**config.mk**
```make
export PLATFORM = sky130hd
export DESIGN_NAME = ef_smsdac8_ctrl
export DESIGN_NICKNAME = d
export VERILOG_FILES = /design/src/rtl/ef_smsdac8_pkg.sv /design/src/rtl/ef_smsdac8_spi_rx.sv /design/src/rtl/ef_smsdac8_ctrl.sv
export SDC_FILE = /design/constraint.sdc
export NUM_CORES = 1
export LEC_CHECK = 0
export ABC_AREA = 1
export BUFFER_PORTS_ARGS = -buffer_cell sky130_fd_sc_hd__clkbuf_2
export CAP_MARGIN = 25
export CORE_MARGIN = 2
export CORE_UTILIZATION = 30
export CTS_BUF_LIST = sky130_fd_sc_hd__clkbuf_2 sky130_fd_sc_hd__clkbuf_4 sky130_fd_sc_hd__clkbuf_8
export CTS_CLUSTER_DIAMETER = 50
export DETAILED_ROUTE_END_ITERATION = 12
export PLACE_DENSITY_LB_ADDON = 0.2
export SYNTH_ARGS = -nofsm -noshare
export SYNTH_HDL_FRONTEND = slang
export SYNTH_SLANG_ARGS = --single-unit
```
**constraint.sdc**
```tcl
create_clock -name i_clk -period 2.1 [get_ports i_clk]
set_clock_uncertainty 0.15 [all_clocks]
set_input_delay 0.105 -clock i_clk [delete_from_list [all_inputs] [get_ports i_clk]]
set_output_delay 0.105 -clock i_clk [all_outputs]
set_load 0.05 [all_outputs]
```
**src/rtl/ef_smsdac8_pkg.sv**
```systemverilog
// Shared types and constants for the ef_smsdac8 sample scheduler and its SPI receiver.
package ef_smsdac8_pkg;

  typedef enum logic [1:0] {
    CMD_SAMPLE = 2'b00,
    CMD_CONFIG = 2'b01,
    CMD_DIV    = 2'b10,
    CMD_CLEAR  = 2'b11
  } cmd_e;

  typedef enum logic [1:0] {
    IDLE   = 2'b00,
    SHIFT  = 2'b01,
    COMMIT = 2'b10
  } frame_state_e;

  localparam logic [7:0] MIDSCALE   = 8'h80;
  localparam int         FRAME_BITS = 16;

endpackage

```
**src/rtl/ef_smsdac8_spi_rx.sv**
```systemverilog
// Oversampling SPI mode-0 receiver: pin synchronisers, sclk edge detect and the
// 16-bit frame FSM. frame_vld pulses for one cycle while frame holds a full word.
module ef_smsdac8_spi_rx
  import ef_smsdac8_pkg::*;
(
  input  logic                  i_clk,
  input  logic                  i_rst,
  input  logic                  i_spi_sclk,
  input  logic                  i_spi_cs_b,
  input  logic                  i_spi_mosi,
  output logic                  frame_vld,
  output logic [FRAME_BITS-1:0] frame
);

  localparam int                CNT_W    = $clog2(FRAME_BITS);
  localparam logic [CNT_W-1:0]  LAST_BIT = CNT_W'(FRAME_BITS - 1);

  logic [2:0]            sclk_pipe;
  logic [2:0]            cs_pipe;
  logic [1:0]            mosi_pipe;
  logic [CNT_W-1:0]      bit_cnt;
  logic [FRAME_BITS-1:0] shift_reg;
  frame_state_e          state;
  frame_state_e          state_next;

  logic sclk_rise;
  logic cs_fall;
  logic cs_high;

  // Stage [1] is the synchronised level, stage [2] its previous value for edge detection.
  assign sclk_rise = sclk_pipe[1] & ~sclk_pipe[2];
  assign cs_fall   = ~cs_pipe[1] & cs_pipe[2];
  assign cs_high   = cs_pipe[1];

  always_ff @(posedge i_clk) begin
    if (i_rst) begin
      state <= IDLE;
    end else begin
      state <= state_next;
    end
  end

  always_comb begin
    state_next = state;
    case (state)
      IDLE: begin
        if (cs_fall) state_next = SHIFT;
      end
      SHIFT: begin
        if (cs_high)                             state_next = IDLE;
        else if (sclk_rise && bit_cnt == LAST_BIT) state_next = COMMIT;
      end
      COMMIT:  state_next = IDLE;
      default: state_next = IDLE;
    endcase
  end

  // Reset clears the synchronisers too, so a chip select already low when reset
  // releases never looks like a falling edge and the partial frame is dropped.
  always_ff @(posedge i_clk) begin
    if (i_rst) begin
      sclk_pipe <= '0;
      cs_pipe   <= '0;
      mosi_pipe <= '0;
      bit_cnt   <= '0;
      shift_reg <= '0;
    end else begin
      sclk_pipe <= {sclk_pipe[1:0], i_spi_sclk};
      cs_pipe   <= {cs_pipe[1:0], i_spi_cs_b};
      mosi_pipe <= {mosi_pipe[0], i_spi_mosi};
      if (state == IDLE) begin
        bit_cnt <= '0;
      end else if (state == SHIFT && sclk_rise && !cs_high) begin
        shift_reg <= {shift_reg[FRAME_BITS-2:0], mosi_pipe[1]};
        bit_cnt   <= bit_cnt + CNT_W'(1);
      end
    end
  end

  assign frame_vld = (state == COMMIT);
  assign frame     = shift_reg;

endmodule

```
**src/rtl/ef_smsdac8_ctrl.sv**
```systemverilog
// Sample scheduler and config controller for ef_smsdac8_top: frame decode, sample
// FIFO and update-rate divider. Define SMSDAC_RAMP_EN to compile in the ramp generator.
module ef_smsdac8_ctrl
  import ef_smsdac8_pkg::*;
#(
  parameter int FIFO_DEPTH = 4,
  parameter int DIV_W      = 8
) (
  input  logic       i_clk,
  input  logic       i_rst,
  input  logic       i_spi_sclk,
  input  logic       i_spi_cs_b,
  input  logic       i_spi_mosi,
  output logic [7:0] o_x,
  output logic       o_en_enc,
  output logic       o_en_dith,
  output logic       o_underflow,
  output logic       o_overflow
);

  localparam int AW    = $clog2(FIFO_DEPTH);
  localparam int PTR_W = AW + 1;

  logic                  frame_vld;
  logic [FRAME_BITS-1:0] frame;
  cmd_e                  cmd;

  logic do_sample;
  logic do_config;
  logic do_div;
  logic do_clear;

  logic [7:0]       mem [FIFO_DEPTH];
  logic [PTR_W-1:0] wr_ptr;
  logic [PTR_W-1:0] rd_ptr;
  logic             fifo_empty;
  logic             fifo_full;

  logic [DIV_W-1:0] div;
  logic [DIV_W-1:0] div_cnt;
  logic             tick;

  logic ramp_active;
  logic pop;
  logic push_ok;
  logic underflow_set;
  logic overflow_set;
  logic frame_unused;

  ef_smsdac8_spi_rx u_spi_rx (
    .i_clk      (i_clk),
    .i_rst      (i_rst),
    .i_spi_sclk (i_spi_sclk),
    .i_spi_cs_b (i_spi_cs_b),
    .i_spi_mosi (i_spi_mosi),
    .frame_vld  (frame_vld),
    .frame      (frame)
  );

  assign cmd       = cmd_e'(frame[15:14]);
  assign do_sample = frame_vld && (cmd == CMD_SAMPLE);
  assign do_config = frame_vld && (cmd == CMD_CONFIG);
  assign do_div    = frame_vld && (cmd == CMD_DIV);
  assign do_clear  = frame_vld && (cmd == CMD_CLEAR);

  // Pointers carry one extra wrap bit so full and empty are distinguishable.
  assign fifo_empty = (wr_ptr == rd_ptr);
  assign fifo_full  = (wr_ptr[AW] != rd_ptr[AW]) && (wr_ptr[AW-1:0] == rd_ptr[AW-1:0]);
  assign tick       = (div_cnt == '0);

`ifdef SMSDAC_RAMP_EN
  logic ramp_sel;

  always_ff @(posedge i_clk) begin
    if (i_rst) begin
      ramp_sel <= 1'b0;
    end else if (do_config) begin
      ramp_sel <= frame[2];
    end
  end

  assign ramp_active  = ramp_sel;
  assign frame_unused = ^frame[13:8];
`else
  assign ramp_active  = 1'b0;
  assign frame_unused = ^{frame[13:8], frame[2]};
`endif

  // CLEAR outranks a coincident tick; a pop frees the slot a same-cycle push uses.
  assign pop           = tick && !fifo_empty && !ramp_active && !do_clear;
  assign underflow_set = tick && fifo_empty && !ramp_active && !do_clear;
  assign push_ok       = do_sample && (!fifo_full || pop);
  assign overflow_set  = do_sample && fifo_full && !pop;

  always_ff @(posedge i_clk) begin
    if (i_rst || do_clear) begin
      wr_ptr <= '0;
      rd_ptr <= '0;
    end else begin
      if (push_ok) wr_ptr <= wr_ptr + PTR_W'(1);
      if (pop)     rd_ptr <= rd_ptr + PTR_W'(1);
    end
  end

  always_ff @(posedge i_clk) begin
    if (i_rst) begin
      for (int i = 0; i < FIFO_DEPTH; i++) mem[i] <= '0;
    end else if (push_ok) begin
      mem[wr_ptr[AW-1:0]] <= frame[7:0];
    end
  end

  always_ff @(posedge i_clk) begin
    if (i_rst || do_clear) begin
      o_x <= MIDSCALE;
    end else if (tick && ramp_active) begin
      o_x <= o_x + 8'd1;
    end else if (pop) begin
      o_x <= mem[rd_ptr[AW-1:0]];
    end
  end

  always_ff @(posedge i_clk) begin
    if (i_rst) begin
      o_en_enc  <= 1'b0;
      o_en_dith <= 1'b0;
    end else if (do_config) begin
      o_en_enc  <= frame[0];
      o_en_dith <= frame[1];
    end
  end

  // A new divider value restarts the count immediately rather than waiting out the old period.
  always_ff @(posedge i_clk) begin
    if (i_rst) begin
      div     <= '0;
      div_cnt <= '0;
    end else if (do_div) begin
      div     <= frame[DIV_W-1:0];
      div_cnt <= frame[DIV_W-1:0];
    end else if (tick) begin
      div_cnt <= div;
    end else begin
      div_cnt <= div_cnt - DIV_W'(1);
    end
  end

  always_ff @(posedge i_clk) begin
    if (i_rst || do_clear) begin
      o_underflow <= 1'b0;
      o_overflow  <= 1'b0;
    end else begin
      if (underflow_set) o_underflow <= 1'b1;
      if (overflow_set)  o_overflow  <= 1'b1;
    end
  end

endmodule

```
==> summary.md <==
| Metric | Value |
|---|---|
| H-tree level count | 3 |
| GRT overflow | 0 |
| #FFs+latches synth | 96 |
| Post-CTS Setup Bufs | 0 |
| Ant diodes | 0 |
| Crit path required time | around 2.1 ns |
| Synthesized cell area | 0.00404 mm2 |
| Synthesis Warnings | 0 |
| Vias per cell | between 4 and 5 |
| Unrepaired setup endpoints after global routing | false |
| Max IR drop VDD | 0.460 mV |
| FF+latch area | approximately 0.0022 mm2 |
| Largest delay contributor family on the critical path | simple AND/OR/NAND/NOR gates |
| # setup viols final | 0 |
| DRC viols | 0 |
| Syn-to-layout area delta | 14.8% |
| Multi-input logic area | 0.00157 mm2 |
| Synth cell count leaders | nor2_1, nand2_1, dfxtp_1 |
| Initial antenna violation count | 0 |
| Syn avg cell area | 8.70 um2 |
| Largest net degree at the start of global routing | 26 |
| Global-route wire length before repair | 14.5 mm |
| Min-delay worst type | reg2reg |
| Hpwl dp | 6.07 mm |
| Clk slew on worst S/H paths | 0.10 ns |
| First-pass DRT Iterations | 4 |
| Post-synth ARST share | 0 |
| Inserted Clock Buffers | 9 |
| Main flop type after synthesis | dfxtp_1 |
| Synth area leaders | dfxtp_1, edfxtp_1, nor2_1 |
| PwrDens | 897 mW/mm2 |
| Final wirelength | around 8.3 mm |
| Post-synth EDFFs | 32 |
| P_leak | 0.00173 uW |
| Fin crit period | 1.91 ns |
| Final Wtd Congestion | 0.776 |
| Final worst slack | around 0.19 ns |
| Initial DRC Count | 151 |
| Core Footprint | 0.0132 mm2 |
| Mapped Cells | 464 |
| Clk Latency, worst-skew pair | 0.38 ns |
| DR vias | between 3000 and 4000 |
| CTS max path bufs | 2 |
| Worst setup SP type | register |
| Crit-path max cell delay | 0.32 ns |
| Sequential-to-total area share from yosys stat | 0.555 |
| Final worst path period share | 0.909 |
| Worst EP arrival | 1.86 ns |
| Die extent in x | 120 um |
| Aggregate global-route resource usage | 0.129 |
| Final Hold Viols | 0 |
| Place WS | around 0.02 ns |
| Worst path cell trace | inv_1, ha_1, nor3b_4, nand3_2, nand2_4, nand4_4, o21ai_0, buf_4 |
| I/O pin count | 17 |
| Fillers | 1369 |
| TritonCTS Sinks | 96 |
| WP buf/inv | 2 |
| Count of different cell masters after synthesis | 32 |
| Area share of the largest cell type after synthesis | 0.317 |
| Input/output buffers | 16 |
| Worst hold margin | approximately 0.26 ns |
| Die area | 0.0144 mm2 |
| Slowest cell on crit path | dfxtp_1 |
| Slew margin rel. | 0.570 |
| DIE HEIGHT | about 120 um |
| Vias in the first global route | between 2000 and 3000 |
| Final Net Count | 500 |
| Final slew viol count | 0 |
| DP Area | 0.00435 mm2 |
| Post-route ant nets | 0 |
| Run status | complete, no violations |
| CTS tree | done |
| Max Cap Violations | 0 |
| Starting Density | 0.306 |
| Pin slew with the least headroom to its limit | roughly 0.64 ns |
| Placed Cells | 651 |
| Layout Cells excl Fill | between 600 and 700 |
| WL/cell | approximately 12 um |
| Area leader, netlist | dfxtp_1 |
| Setup TNS | 0 ns |
| Row cnt | 42 |
| Worst Setup End Kind | register |
| Mapped Nets | 474 |
| Share of cells above drive strength 1 | 0.158 |
| Root buffer cell | clkbuf_8 |
| Count leader, synth | nor2_1 |
| CP Max Fanout | 8 |
| Post-route design area | 0.00464 mm2 |
| Max Clk Rate | 524 MHz |
| CP Class | reg2reg |
cells in the final DEF, fill, tap and decap left out, types with 2 or more instances in the layout:
| cell | count |
|---|---|
| dlygate4sd3_1 | 4 |
| xnor2_1 | 3 |
| inv_6 | 3 |
| inv_2 | 5 |
| buf_4 | 14 |
| nor3_2 | 11 |
| o22ai_1 | 8 |
| nor2_1 | 77 |
| nand3_2 | 2 |
| nand3_1 | 14 |
| bufinv_16 | 2 |
| ha_1 | 5 |
| a21oi_1 | 39 |
| nand4_1 | 2 |
| nor3_1 | 9 |
| nand2_4 | 2 |
| edfxtp_1 | 32 |
| clkbuf_8 | 9 |
| dfxtp_1 | 64 |
| nand2_1 | 68 |
| clkbuf_2 | 16 |
| nand2_2 | 5 |
| o21ai_0 | 51 |
| inv_1 | 37 |
routing by layer:
metal	part of all wire	up-vias	wire, um	track usage
li1	-	1590	-	-
met2	0.47	36	3910	0.208
met3	0.030	10	246	0.0375
met5	0	-	0	0
met4	0.020	0	167	0.0574
met1	0.48	1387	4010	0.159
worst register-to-register path, stage by stage (launching register included):
cell and delay [ns]:
dfxtp_1 0.32, inv_1 0.10, ha_1 0.15, nor3b_4 0.21, nand3_2 0.13, nand2_4 0.12, nand4_4 0.09, o21ai_0 0.17
buf_4 0.19
path summary, 6_finish.rpt:
path,start,end,slack (ns),cells past startpoint
setup / recovery,div_cnt[0],mem[0][4],0.19,8
hold / removal,u_spi_rx.mosi_pipe[0],u_spi_rx.mosi_pipe[1],0.26,2
setup reg to reg,div_cnt[0],mem[0][4],0.19,8
hold reg to reg,u_spi_rx.mosi_pipe[0],u_spi_rx.mosi_pipe[1],0.26,2
final cells by class:
cell class                      count  share of cell area
Clock buffer                        9              0.0267
Inverter                           42              0.0340
Clock inverter                      7              0.0221
Tap cell                          176              0.0475
Timing Repair Buffer               34              0.0486
Sequential cell                    96               0.483
Multi-Input combinational cell    307               0.338
sequential cells by signal, summed over array words and instances (netlist names), 2 cells and up:
name                count
u_spi_rx.frame         16
u_spi_rx.mosi_pipe      2
u_spi_rx.bit_cnt        4
u_spi_rx.sclk_pipe      3
o_x                     8
u_spi_rx.state          2
div_cnt                 8
wr_ptr                  3
div                     8
mem                    32
u_spi_rx.cs_pipe        3
rd_ptr                  3
where the power goes:
group	total (uW)	internal, uW	switching (uW)
Clock	1380	685	692
Sequential	2080	2020	59.4
Combinational	706	268	437
stage by stage:
| step | power [uW] | utilization |
|---|---|---|
| global placement | 2790 | 0.330 |
| finish | 4160 | 0.352 |
| detailed placement | 2800 | 0.330 |
| floorplan | 2640 | - |
| global route | 4430 | 0.352 |
| CTS | 4210 | 0.350 |
repair_timing:
action,in CTS,in global routing
gates cloned,0,0
hold buffers,4,0
endpoints found under the hold margin,7,0
gates resized for setup,1,4
endpoints found under the setup margin,8,31
kinds of logic after synthesis:
family	share of synthesized area
compound gates	0.125
buf+inv	0.0623
fa+ha+maj	0.0155
flops	0.555
xor+xnor	0.00868
simple gates	0.233
(Power assumes the default switching activity.)
